===== src/rtl/shift_sequencer.sv =====
// Command-driven sequencer for a bidirectional shift register: accepts a shift command,
// pulses the selected strobe for the commanded number of cycles, then returns the register's contents.
module shift_sequencer #(
    parameter int WIDTH = 4,
    parameter int CNT_W = 4
) (
    input  logic             clk,
    input  logic             reset,
    input  logic             cmd_valid,
    output logic             cmd_ready,
    input  logic             cmd_dir,
    input  logic [CNT_W-1:0] cmd_count,
    input  logic [WIDTH-1:0] cmd_data,
    output logic             sr_shift_left,
    output logic             sr_shift_right,
    output logic [WIDTH-1:0] sr_data_in,
    input  logic [WIDTH-1:0] sr_data_out,
    output logic             rsp_valid,
    input  logic             rsp_ready,
    output logic [WIDTH-1:0] rsp_data,
    output logic             busy
);

    typedef enum logic [1:0] {
        S_IDLE,
        S_SHIFT,
        S_CAPTURE,
        S_RESP
    } state_e;

    state_e           state_q, state_d;
    logic [CNT_W-1:0] cnt_q, cnt_d;
    logic             left_q, left_d;
    logic             right_q, right_d;
    logic [WIDTH-1:0] data_q, data_d;
    logic [WIDTH-1:0] rsp_data_q, rsp_data_d;
    logic             rsp_valid_q, rsp_valid_d;
    logic             busy_q, busy_d;

    // NOTE: every signal gets a hold default first so no path leaves it unassigned (no latch).
    always_comb begin
        state_d     = state_q;
        cnt_d       = cnt_q;
        left_d      = left_q;
        right_d     = right_q;
        data_d      = data_q;
        rsp_data_d  = rsp_data_q;
        rsp_valid_d = rsp_valid_q;

        unique case (state_q)
            S_IDLE: begin
                if (cmd_valid) begin
                    data_d = cmd_data;
                    cnt_d  = cmd_count;
                    if (cmd_count != '0) begin
                        left_d  = ~cmd_dir;
                        right_d = cmd_dir;
                        state_d = S_SHIFT;
                    end else begin
                        state_d = S_CAPTURE;
                    end
                end
            end
            S_SHIFT: begin
                cnt_d = cnt_q - CNT_W'(1);
                // The last strobe cycle is the one entered with the counter at 1.
                if (cnt_q == CNT_W'(1)) begin
                    left_d  = 1'b0;
                    right_d = 1'b0;
                    state_d = S_CAPTURE;
                end
            end
            S_CAPTURE: begin
                rsp_data_d  = sr_data_out;
                rsp_valid_d = 1'b1;
                state_d     = S_RESP;
            end
            S_RESP: begin
                if (rsp_ready) begin
                    rsp_valid_d = 1'b0;
                    state_d     = S_IDLE;
                end
            end
            default: state_d = S_IDLE;
        endcase

        busy_d = (state_d != S_IDLE);
    end

    // NOTE: sequential state uses non-blocking assignments so all registers update together.
    always_ff @(posedge clk or negedge reset) begin
        if (!reset) begin
            state_q     <= S_IDLE;
            cnt_q       <= '0;
            left_q      <= 1'b0;
            right_q     <= 1'b0;
            data_q      <= '0;
            rsp_data_q  <= '0;
            rsp_valid_q <= 1'b0;
            busy_q      <= 1'b0;
        end else begin
            state_q     <= state_d;
            cnt_q       <= cnt_d;
            left_q      <= left_d;
            right_q     <= right_d;
            data_q      <= data_d;
            rsp_data_q  <= rsp_data_d;
            rsp_valid_q <= rsp_valid_d;
            busy_q      <= busy_d;
        end
    end

    assign cmd_ready      = (state_q == S_IDLE);
    assign sr_shift_left  = left_q;
    assign sr_shift_right = right_q;
    assign sr_data_in     = data_q;
    assign rsp_valid      = rsp_valid_q;
    assign rsp_data       = rsp_data_q;
    assign busy           = busy_q;

endmodule


===== config.mk =====
export PLATFORM = sky130hd
export DESIGN_NAME = shift_sequencer
export DESIGN_NICKNAME = d
export VERILOG_FILES = /design/src/rtl/shift_sequencer.sv
export SDC_FILE = /design/constraint.sdc
export NUM_CORES = 1
export LEC_CHECK = 0
export BUFFER_PORTS_ARGS = -buffer_cell sky130_fd_sc_hd__buf_2
export CORE_ASPECT_RATIO = 0.9
export CORE_MARGIN = 5
export CORE_UTILIZATION = 47
export DETAILED_ROUTE_END_ITERATION = 10
export GPL_ROUTABILITY_DRIVEN = 0
export PLACE_DENSITY = 0.87
export SETUP_SLACK_MARGIN = 0.3
export SLEW_MARGIN = 25
export SYNTH_ARGS = -nofsm -noshare
export SYNTH_HDL_FRONTEND = slang
export SYNTH_SLANG_ARGS = --single-unit

===== constraint.sdc =====
create_clock -name clk -period 1.75 [get_ports clk]
set_input_delay 0.175 -clock clk [delete_from_list [all_inputs] [get_ports clk]]
set_output_delay 0.175 -clock clk [all_outputs]
set_load 0.02 [all_outputs]

; Word-level counts from Yosys, hierarchy flattened
; Cells that the tools add are included.
[op_classes]
n_addsub = 1
n_bitwise = 1
muxes = 16
n_reduce_logical = 9
eq_ne = 8
[ops]
columns = operator, n
row1 = $mux 2, 4
row2 = $pmux 2 s4, 1
row3 = $pmux 4 s2, 1
row4 = $mux 1, 6
row5 = $ne 2x2->1 const B, 3
row6 = $pmux 1 s2, 3
row7 = $reduce_and 2->1, 3
row8 = $reduce_bool 2->1, 3
row9 = $eq 2x2->1 const B, 2
row10 = $eq 4x1->1 const B, 1
row11 = $mux 4, 1
row12 = $reduce_and 4->1, 1
row13 = $reduce_bool 4->1, 1
row14 = $sub 4x1->4 const B, 1
row15 = $eq 2x1->1 const B, 1
row16 = $logic_not 2->1, 1
row17 = $ne 2x1->1 const B, 1
row18 = $not 1->1, 1
[word_totals]
out_inout_bits = 13
regBits = 18

; Logic depth before layout (Yosys ltp)
; Gate-level depths: netlist of run 1.
[depth]
word_depth = 5
depth_mapped = 5
ltp_nobuf = 5

; Least setup slack after synthesis of run 1
; OpenSTA, ideal clock, no wires.
[synth_path]
path_type = register -> register
from = register state_q[1]
to = register data_q[0] (netlist: sr_data_in[0])
period_less_slack_ns = 1.294
required_time_ns = 1.622
path_slack_ns = 0.456
arrival_ns = 1.167
path_stages_with_launch = 4
n_path_buf = 1
path_cell_list = dfrtp_1 buf_2 nor3b_4 mux2_1
[synth_between]
elab_chain_cells = 2
[synth_rtl]
columns = element, line_no
row1 = from (decl), 31  ; state_e state_q, state_d;
row2 = from (signal assigned), 102  ; state_q <= state_d;
row3 = $logic_not 2->1, 50  ; unique case (state_q)
row4 = $reduce_and 2->1 (no line), --
row5 = to (signal assigned), 106  ; data_q <= data_d;
row6 = to (decl), 35  ; logic [WIDTH-1:0] data_q, data_d;
; Every way passes these cells.
; A chain may end at the register's enable or synchronous reset.

; Final worst setup path of run 1
[layout_path]
from = register cnt_q[1]
to = register right_q (netlist: sr_shift_right)
[layout_between]
elab_chain_cells = 3
[layout_rtl]
columns = element, line_no
row1 = from (decl), 32  ; logic [CNT_W-1:0] cnt_q, cnt_d;
row2 = from (signal assigned), 103  ; cnt_q <= cnt_d;
row3 = $eq 4x1->1, 67  ; if (cnt_q == CNT_W'(1)) begin
row4 = $ne 2x2->1 (no line), --
row5 = $reduce_and 4->1 (no line), --
row6 = to (signal assigned), 105  ; right_q <= right_d;
row7 = to (decl), 34  ; logic right_q, right_d;
; Every way passes these cells.

==> summary.md, run 1 <==
| Metric | Value |
|---|---|
| Most used DFF post-synth | dfrtp_1 |
| Post-synth EDFFs | 0 |
| Row cnt | 14 |
| Minimum clock period | 1400 ps |
| Worst path cell trace | inv_1 > ha_1 > nor3b_4 > a32oi_2 > a32o_2 |
| Initial antenna violation count | 0 |
| Worst-path clk slew | approximately 90 ps |
| Yosys top cell by area | dfrtp_1 |
| Clk root buf | clkbuf_4 |
| Final WL | 1.90 mm |
| Async S/R FF share, synth | 1.00 |
| Slew HR | 0.746 |
| Mean post-synth cell area | 12.0 sq um |
| Hold Worst Slack | 60.1 ps |
| Hpwl dp | 1.47 mm |
| Critical R2R Launch | cnt_q[1]$_DFFE_PN0P_ |
| Status | finished, final reports clean |
| Synth warn | 0 |
| HP Class | primary input to register |
| PnR Total Power | 0.00193 W |
| Dominant cells by area after synthesis | dfrtp_1, mux2_1, nor3b_4, ha_1, nand2_1 |
| WP data required | 1930 ps |
| Max Transition Viols Final | 0 |
| Synth unique cells | 31 |
| Synth Register Bits | 18 |
| # setup viols final | 0 |
| Worst setup SP type | register |
| Fin. Hold Viols | 0 |
| CTS H-tree lvls | 1 |
| Number of global-route vias before repair | about 680 |
| P_leak | 0.527 nW |
| Hold_sp | cmd_dir |
| Worst Tran Pin Value | 381 ps |
| Routed WL per cell | 14.9 microns |
| Setup Skew | 3.41 ps |
| Full die area | 0.00280 sq mm |
| Gr usage total | 0.149 |
| Final setup TNS | 0 ps |
| CTS max path bufs | 2 |
| Largest net degree at the start of global routing | 19 |
| Worst path bufs/invs | 1 |
| Post-Syn Area | 865 sq um |
| Cell family with the largest share of critical-path delay | flip-flops |
| Crit path launch | cnt_q[1]$_DFFE_PN0P_ |
| Total I/O pin count | 30 |
| Fraction of layout cells with a size suffix above 1 | 0.433 |
| Fillers | 157 |
| Max cap viols | 0 |
| Setup CP Type | register to register |
| Sink Count | 18 |
| Width of the die | ~55 microns |
| Synth top area share | 0.521 |
| Peak VDD IR | 0.00113 V |
| DRC violations left | 0 |
| Inserted Clock Buffers | 3 |
| Top-count cell post-synth | dfrtp_1 |
| Worst-skew pair later-pin latency | 290 ps |
| TritonCTS clock tree | done |
| Gate Count Post-Synth | a little over 70 |
| Total grt overflow | 0 |
| Drt pass-1 iters | 4 |
| First-pass GRT wire length | 3.20 mm |
| Total number of vias | between 600 and 700 |
| Crit path largest cell delay | 400 ps |
| 1st-iter DRT viols | 12 |
| DIE HEIGHT | 50.7 microns |
| Mapped Nets | 91 |
| Crit share post-route | 0.803 |
| Port buffer count | 29 |
| Ant. Diodes | 0 |
| Layout Nets | 125 |
| Area growth, synth to finish | 24.7% |
| Crit-path max FO | 3 |
| Post-route ant nets | 0 |
| Sequential area share after synthesis | 0.521 |
| Initial core utilization | 0.504 |
| Slowest CP cell | dfrtp_1 |
| Avg Vias per Cell | about 5.4 |
| Cell Pwr Density | 1790 mW/mm^2 |
| CP endpoint kind | register |
| Synth cell count leaders | dfrtp_1, mux2_1, nand2_1 |
| RSZ-0062 raised after global routing | false |
| Fmax | approximately 0.71 GHz |
| Critical Path AT | 1590 ps |
| Core area | about 0.0017 sq mm |
[state kept, by name (all words and copies together), names as in the netlist]
name,count
sr_shift_left,1
rsp_valid,1
cnt_q,4
state_q,2
sr_shift_right,1
busy,1
rsp_data,4
sr_data_in,4
[where the power goes]
| part | switching (W) | internal (W) | total, W |
|---|---|---|---|
| clock | 0.000116 | 0.0000800 | 0.000196 |
| combinational | 0.000535 | 0.000411 | 0.000946 |
| sequential | 0.000171 | 0.000620 | 0.000792 |
[stage by stage]
step / worst slack [ps] / instances / area (sq um) / utilization
global route: 290 / 128 / 1080 / 0.628
finish: 345 / 128 / 1080 / 0.628
floorplan: 456 / 72 / 865 / -
CTS: 318 / 127 / 1060 / 0.620
global placement: 350 / 123 / 1030 / 0.601
detailed placement: 329 / 123 / 1030 / 0.601
[layout make-up]
cell class | instances | area, sq um | share of cell area
Sequential cell | 18 | 453 | 0.420
Multi-Input combinational cell | 45 | 380 | 0.353
Timing Repair Buffer | 32 | 170 | 0.158
Tap cell | 24 | 30.0 | 0.0278
Clock buffer | 3 | 22.5 | 0.0209
Inverter | 6 | 22.5 | 0.0209
[layer usage]
layer	up-vias	wire length, microns	GRT usage
met2	36	895	0.242
li1	330	-	-
met4	0	31	0.0364
met3	4	167	0.0641
met5	-	0	0
met1	326	809	0.184
[path summary, 6_finish.rpt]
| check | to | slack, ps | depth (start not counted) |
|---|---|---|---|
| max | sr_shift_right$_DFFE_PN0P_ | 350 | 5 |
| min | sr_shift_left$_DFFE_PN0P_ | 60 | 2 |
| max reg2reg | sr_shift_right$_DFFE_PN0P_ | 350 | 5 |
| min reg2reg | sr_data_in[3]$_DFFE_PN0P_ | 490 | 1 |
| max in group asynchronous | state_q[1]$_DFF_PN0_ | 1130 | 2 |
| min in group asynchronous | sr_data_in[2]$_DFFE_PN0P_ | 330 | 2 |
[cell usage in the layout (no fill, tap or decap), drive strengths merged, types with 3 or more instances in the layout]
master  instances
inv             6
dfrtp          18
o21ai           3
buf            31
nand2           6
clkbuf          3
mux2            8
[what timing repair did]
| action | 4_1_cts | 5_1_grt |
|---|---|---|
| gates resized for setup | 0 | 3 |
| endpoints found under the hold margin | 18 | 0 |
| buffers inserted | 0 | 1 |
| hold buffers | 1 | 0 |
| setup endpoints to repair | 0 | 10 |
[kinds of logic after synthesis]
group / synth area share
AOI/OAI and AO/OA: 0.181
adders and majority gates: 0.0289
DFF: 0.521
and+or+nand+nor: 0.122
muxes: 0.104
buffers and inverters: 0.0434
No activity file was read; power rests on OpenSTA's default activity.
==> inputs of run 2 (changes only) <==
==> constraint.sdc (replaced) <==
create_clock -name clk -period 1.41 [get_ports clk]
set_input_delay 0.141 -clock clk [delete_from_list [all_inputs] [get_ports clk]]
set_output_delay 0.141 -clock clk [all_outputs]
set_load 0.02 [all_outputs]
==> summary.md, run 2 (synthesized netlist as in run 1, its figures left out) <==
| Metric | Value |
|---|---|
| Number of global-route vias before repair | 788 (+15%) |
| Met1 Usage GRT | 0.181 (-0.00230) |
| Setup CP Type | register to register |
| Post-route ant nets | 0 (unchanged) |
| Minimum clock period | 1330 ps (-75.9 ps) |
| Worst path bufs/invs | 1 (unchanged) |
| Status | finished, final reports clean |
| Final setup TNS | 0 ps (unchanged) |
| Fraction of layout cells with a size suffix above 1 | 0.672 (+0.240) |
| Ant. Diodes | 0 (unchanged) |
| Layout Nets | 136 (+8.8%) |
| Most common library cell in the layout ignoring fill and taps | buf_2 |
| Total I/O pin count | 30 (unchanged) |
| Worst path cell trace | inv_2 > ha_4 > nor3b_4 > a32oi_2 > a32o_2 |
| Post-Place Cells | 127 (+3.3%) |
| Inserted Clock Buffers | 3 (unchanged) |
| Fillers | 114 (-27%) |
| Setup WS post-layout | 81.0 ps (-264 ps) |
| Initial core utilization | 0.504 (unchanged) |
| Commonest cells after routing, fill and taps aside | buf_2, dfrtp_1, mux2_4, buf_6, nand2_1 |
| TritonCTS clock tree | done |
| Slowest CP cell | dfrtp_1 |
| Cell Pwr Density | 2410 mW/mm^2 (+34%) |
| Sink Count | 18 (unchanged) |
| Design Area, Final | 0.00134 sq mm (+24%) |
| Critical Path AT | 1510 ps (-80 ps) |
| Row cnt | 14 (unchanged) |
| Port buffer count | 29 (unchanged) |
| Largest net degree at the start of global routing | 19 (unchanged) |
| Area growth, synth to finish | 55.3% |
| Max cap viols | 0 (unchanged) |
| Slew HR | 0.741 (-0.00567) |
| Fmax | 0.752 GHz (+5.7%) |
| Crit-path max FO | 3 (unchanged) |
| First-pass GRT wire length | 3.68 mm (+15%) |
| Worst-skew pair later-pin latency | 290 ps (about the same) |
| Worst setup SP type | register |
| 1st-iter DRT viols | 17 (+5) |
| CTS max path bufs | 2 (unchanged) |
| Fin. Hold Viols | 0 (unchanged) |
| Final WL | 2.47 mm (+30%) |
| Post-DP Area | 0.00107 sq mm (+3.4%) |
| Total grt overflow | 0 (unchanged) |
| Hold Worst Slack | 27.8 ps (-32.2 ps) |
| Pre-CTS WS | 71.7 ps (-257 ps) |
| Setup Skew | 6.11 ps (+2.71 ps) |
| Drt pass-1 iters | 4 (unchanged) |
| Core area | 0.00172 sq mm (unchanged) |
| Avg Vias per Cell | 5.48 (+0.76%) |
| Initial antenna violation count | 0 (unchanged) |
| Worst-path clk slew | 100 ps (about the same) |
| Crit share post-route | 0.943 (+0.140) |
| DRC violations left | 0 (unchanged) |
| Total number of vias | 767 (+10%) |
| Routed WL per cell | 17.6 microns (+18%) |
| Hpwl dp | 1.50 mm (+1.6%) |
| DIE HEIGHT | 50.7 microns (unchanged) |
| Gr usage total | 0.172 (+0.0232) |
| Max Transition Viols Final | 0 (unchanged) |
| Clk root buf | clkbuf_4 |
| CTS H-tree lvls | 1 (unchanged) |
| Met2 Use GR | 0.313 (+0.0709) |
| Peak VDD IR | 0.00145 V (+28%) |
| Non-Filler Instances | 140 (+9.4%) |
| RSZ-0062 raised after global routing | true |
| WP data required | 1590 ps (-340 ps) |
| Cell family with the largest share of critical-path delay | flip-flops |
| HP Class | primary input to register |
| Width of the die | 55.2 microns (unchanged) |
| Worst Tran Pin Value | 389 ps (+8.51 ps) |
| Grt met3 use | 0.0692 (+0.00513) |
| P_leak | 0.639 nW (+21%) |
| Busiest layer in global routing | met2 |
| # setup viols final | 0 (unchanged) |
| Crit path largest cell delay | 400 ps (about the same) |
| CP endpoint kind | register |
| Full die area | 0.00280 sq mm (unchanged) |
-- run 2: timing repair --
action | 4_1_cts | 5_1_grt
endpoints found under the hold margin | 18 | 0
hold buffers | 1 | 0
endpoints found under the setup margin | 17 | 18
pin swaps | 6 | 10
setup buffers | 5 | 3
resized for setup | 25 | 13
-- run 2: final timing paths --
path	from	end	slack (ps)	cells past startpoint
max	cnt_q[1]$_DFFE_PN0P_	sr_shift_right$_DFFE_PN0P_	80	5
min in group asynchronous	reset	sr_data_in[0]$_DFFE_PN0P_	300	2
max in group asynchronous	reset	cnt_q[0]$_DFFE_PN0P_	800	2
min	cmd_dir	sr_shift_left$_DFFE_PN0P_	30	2
max reg2reg	cnt_q[1]$_DFFE_PN0P_	sr_shift_right$_DFFE_PN0P_	80	5
min reg2reg	rsp_valid$_DFFE_PN0P_	rsp_valid$_DFFE_PN0P_	490	1
-- run 2: worst reg2reg max path, delay by kind of cell (launching register included) --
| kind | cells | cell delay, ps |
|---|---|---|
| AO/OA/AOI/OAI | 2 | 380 |
| adder cells (fa/ha/maj) | 1 | 120 |
| buffers and inverters | 1 | 90 |
| AND/OR/NAND/NOR | 1 | 230 |
| flip-flops | 1 | 400 |
-- run 2: per-layer routing --
| metal | vias to the layer above | share of wire |
|---|---|---|
| li1 | 351 | - |
| met1 | 381 | 0.41 |
| met2 | 29 | 0.51 |
| met3 | 6 | 0.063 |
| met4 | 0 | 0.017 |
| met5 | - | 0 |
-- run 2: per-stage QoR --
| step | total power [W] | utilization |
|---|---|---|
| detailed placement | 0.00223 | 0.622 |
| floorplan | 0.00182 | - |
| finish | 0.00323 | 0.782 |
| global placement | 0.00216 | 0.622 |
| global route | 0.00342 | 0.782 |
| CTS | 0.00295 | 0.738 |
-- run 2: final cells by class --
cell class / count / area (sq um) / share of cell area
Inverter: 6 / 25.0 / 0.0186
Clock buffer: 4 / 36.3 / 0.0270
Timing Repair Buffer: 43 / 310 / 0.231
Tap cell: 24 / 30.0 / 0.0224
Multi-Input combinational cell: 45 / 487 / 0.363
Sequential cell: 18 / 454 / 0.338
-- run 2: power by group --
part | switching, W | leakage [nW] | internal [W]
sequential | 0.000206 | 0.211 | 0.000774
clock | 0.000155 | 0.0210 | 0.000157
combinational | 0.000942 | 0.407 | 0.000995
total | 0.00130 | 0.639 | 0.00193
==> inputs of run 3 (changes only) <==
==> constraint.sdc (replaced) <==
create_clock -name clk -period 1.41 [get_ports clk]
set_input_delay 0.141 -clock clk [delete_from_list [all_inputs] [get_ports clk]]
set_output_delay 0.141 -clock clk [all_outputs]
set_load 0.05 [all_outputs]
==> summary.md, run 3 (synthesized netlist as in run 1, its figures left out) <==
| Metric | Value |
|---|---|
| Combinational share of power | 0.679 (+0.079) |
| WP data required | 1590 ps (about the same) |
| Max cap viols | 0 (unchanged) |
| Port buffer count | 29 (unchanged) |
| Hpwl dp | 1.50 mm (+0.41%) |
| Number of global-route vias before repair | 828 (+5.1%) |
| Setup CP Type | register to register |
| Peak VDD IR | 0.00224 V (+55%) |
| Crit share post-route | 0.949 (+0.00662) |
| First-pass GRT wire length | 3.88 mm (+5.4%) |
| Routed WL per cell | 20.0 microns (+14%) |
| Width of the die | 55.2 microns (unchanged) |
| Worst path bufs/invs | 1 (unchanged) |
| Post-route ant nets | 0 (unchanged) |
| Reg area | 454 sq um (unchanged) |
| Reg power frac | 0.256 (-0.047) |
| Worst Tran Pin Value | 394 ps (+4.87 ps) |
| Area growth, synth to finish | 68.7% |
| Max Transition Viols Final | 0 (unchanged) |
| Fraction of layout cells with a size suffix above 1 | 0.721 (+0.0489) |
| Ant. Diodes | 0 (unchanged) |
| Fmax | 0.747 GHz (-0.70%) |
| Crit-path max FO | 3 (unchanged) |
| Row cnt | 14 (unchanged) |
| 1st-iter DRT viols | 16 (-1) |
| Critical R2R Launch | cnt_q[1]$_DFFE_PN0P_ |
| Crit path largest cell delay | 400 ps (about the same) |
| Total number of vias | 830 (+8.2%) |
| Minimum clock period | 1340 ps (+9.33 ps) |
| Clk root buf | clkbuf_4 |
| TritonCTS clock tree | done |
| Total grt overflow | 0 (unchanged) |
| Final WL | 2.92 mm (+18%) |
| Switching power total | 0.00185 W (+42%) |
| Sw frac | 0.469 (+0.0659) |
| Drt pass-1 iters | 4 (unchanged) |
| Cell Pwr Density | 2700 mW/mm^2 (+12%) |
| Hold Worst Slack | 62.9 ps (+35.0 ps) |
| Core area | 0.00172 sq mm (unchanged) |
| CP endpoint kind | register |
| Gr usage total | 0.176 (+0.00418) |
| Worst setup SP type | register |
| DRC violations left | 0 (unchanged) |
| Most common library cell in the layout ignoring fill and taps | buf_2 |
| Commonest cells after routing, fill and taps aside | buf_2, dfrtp_1, buf_6 |
| Initial core utilization | 0.504 (unchanged) |
| Fillers | 93 (-18%) |
| Clock share of power | 0.064 (-0.033) |
| Area used by multi-input combinational logic | 538 sq um (+11%) |
| Sink Count | 18 (unchanged) |
| Largest net degree at the start of global routing | 19 (unchanged) |
| Final setup TNS | 0 ps (unchanged) |
| Setup Skew | 10.0 ps (+3.93 ps) |
| CTS max path bufs | 2 (unchanged) |
| Fin. Hold Viols | 0 (unchanged) |
| CTS H-tree lvls | 1 (unchanged) |
| Full die area | 0.00280 sq mm (unchanged) |
| Hold Path Stages | 2 (unchanged) |
| Pint | 0.00209 W (+8.6%) |
| Layout Nets | 143 (+5.1%) |
| # setup viols final | 0 (unchanged) |
| Worst path cell trace | inv_2 > ha_4 > nor3b_4 > a32oi_2 > a32o_2 |
| P_leak | 0.687 nW (+7.5%) |
| Critical Path AT | 1520 ps (about the same) |
| Critical path depth | 5 (unchanged) |
| Inserted Clock Buffers | 3 (unchanged) |
| Slew HR | 0.737 (-0.00325) |
| Initial antenna violation count | 0 (unchanged) |
| Hold_sp | cmd_dir |
| Setup slack, reg-to-reg | 70 ps (about the same) |
| WHS Endpoint | sr_shift_left$_DFFE_PN0P_ |
| Total I/O pin count | 30 (unchanged) |
| Slowest CP cell | dfrtp_1 |
| Avg Vias per Cell | 5.68 (+3.8%) |
| RSZ-0062 raised after global routing | true |
| DIE HEIGHT | 50.7 microns (unchanged) |
| FF-to-FF End | sr_shift_right$_DFFE_PN0P_ |
| Status | finished, final reports clean |
| Cell family with the largest share of critical-path delay | compound AO/OA/AOI/OAI gates |
| Worst-skew pair later-pin latency | 290 ps (about the same) |
| HP Class | primary input to register |
| Reg2reg path depth | 5 (unchanged) |
| Worst-path clk slew | 90 ps (about the same) |
run 3: changes by cell type in the layout (fill, tap and decap cells not counted), moves of 2 or more:
cell | previous run | this run
buf_2 | 28 | 25
buf_4 | 4 | 7
buf_6 | 8 | 11
clkbuf_4 | 3 | 6
a21oi_1 | 2 | 0
a21oi_2 | 0 | 2
buf_12 | 2 | 0
buf_8 | 0 | 2
run 3: worst max path at each step:
| stage | slack (ps) | endpoint | from |
|---|---|---|---|
| 2_1_floorplan | 130 | sr_data_in[1]$_DFFE_PN0P_ | state_q[0]$_DFF_PN0_ |
| 3_3_place_gp | 90 | rsp_data[0]$_DFFE_PN0P_ | state_q[0]$_DFF_PN0_ |
| 3_5_place_dp | 30 | cnt_q[3]$_DFFE_PN0P_ | state_q[0]$_DFF_PN0_ |
| 4_1_cts | 120 | sr_shift_right$_DFFE_PN0P_ | cnt_q[1]$_DFFE_PN0P_ |
| 5_1_grt | 10 | sr_shift_right$_DFFE_PN0P_ | cnt_q[1]$_DFFE_PN0P_ |
| 6_report | 70 | sr_shift_right$_DFFE_PN0P_ | cnt_q[1]$_DFFE_PN0P_ |
run 3: per-stage QoR:
stage / instance area (sq um) / total power, W / cells / worst slack, ps / utilization
after floorplan: 885 / 0.00224 / 72 / 126 / -
after global placement: 1080 / 0.00261 / 128 / 92.9 / 0.628
after detailed placement: 1080 / 0.00267 / 128 / 26.0 / 0.628
after CTS: 1290 / 0.00341 / 139 / 118 / 0.749
after global routing: 1460 / 0.00415 / 146 / 9.65 / 0.850
final: 1460 / 0.00394 / 146 / 71.7 / 0.850
run 3: area by class of cell:
class / instances / area share
repair buffers: 50 / 0.267
multi-input cells: 45 / 0.369
clock buffers: 3 / 0.0154
inverters: 6 / 0.0172
well taps: 24 / 0.0206
flip-flops and latches: 18 / 0.311
run 3: power groups by stage:
stage | clock network [W] | logic (W) | registers, W
floorplan | 0 | 0.000764 | 0.00148
CTS | 0.000258 | 0.00219 | 0.000967
global route | 0.000279 | 0.00282 | 0.00105
finish | 0.000253 | 0.00268 | 0.00101
detailed placement | 0 | 0.00171 | 0.000956
global placement | 0 | 0.00167 | 0.000944
run 3: what timing repair did:
item,in CTS,in global routing
endpoints found under the setup margin,17,20
hold buffers,1,0
setup buffers,7,6
hold endpoints to repair,18,0
cloned,0,1
pin swaps,10,10
gates resized for setup,29,25
run 3: layer usage:
metal	vias up	GRT usage	wire [microns]
met3	12	0.0641	178
met1	412	0.214	1200
met5	-	0	0
met4	0	0.0729	116
li1	366	-	-
met2	40	0.285	1430
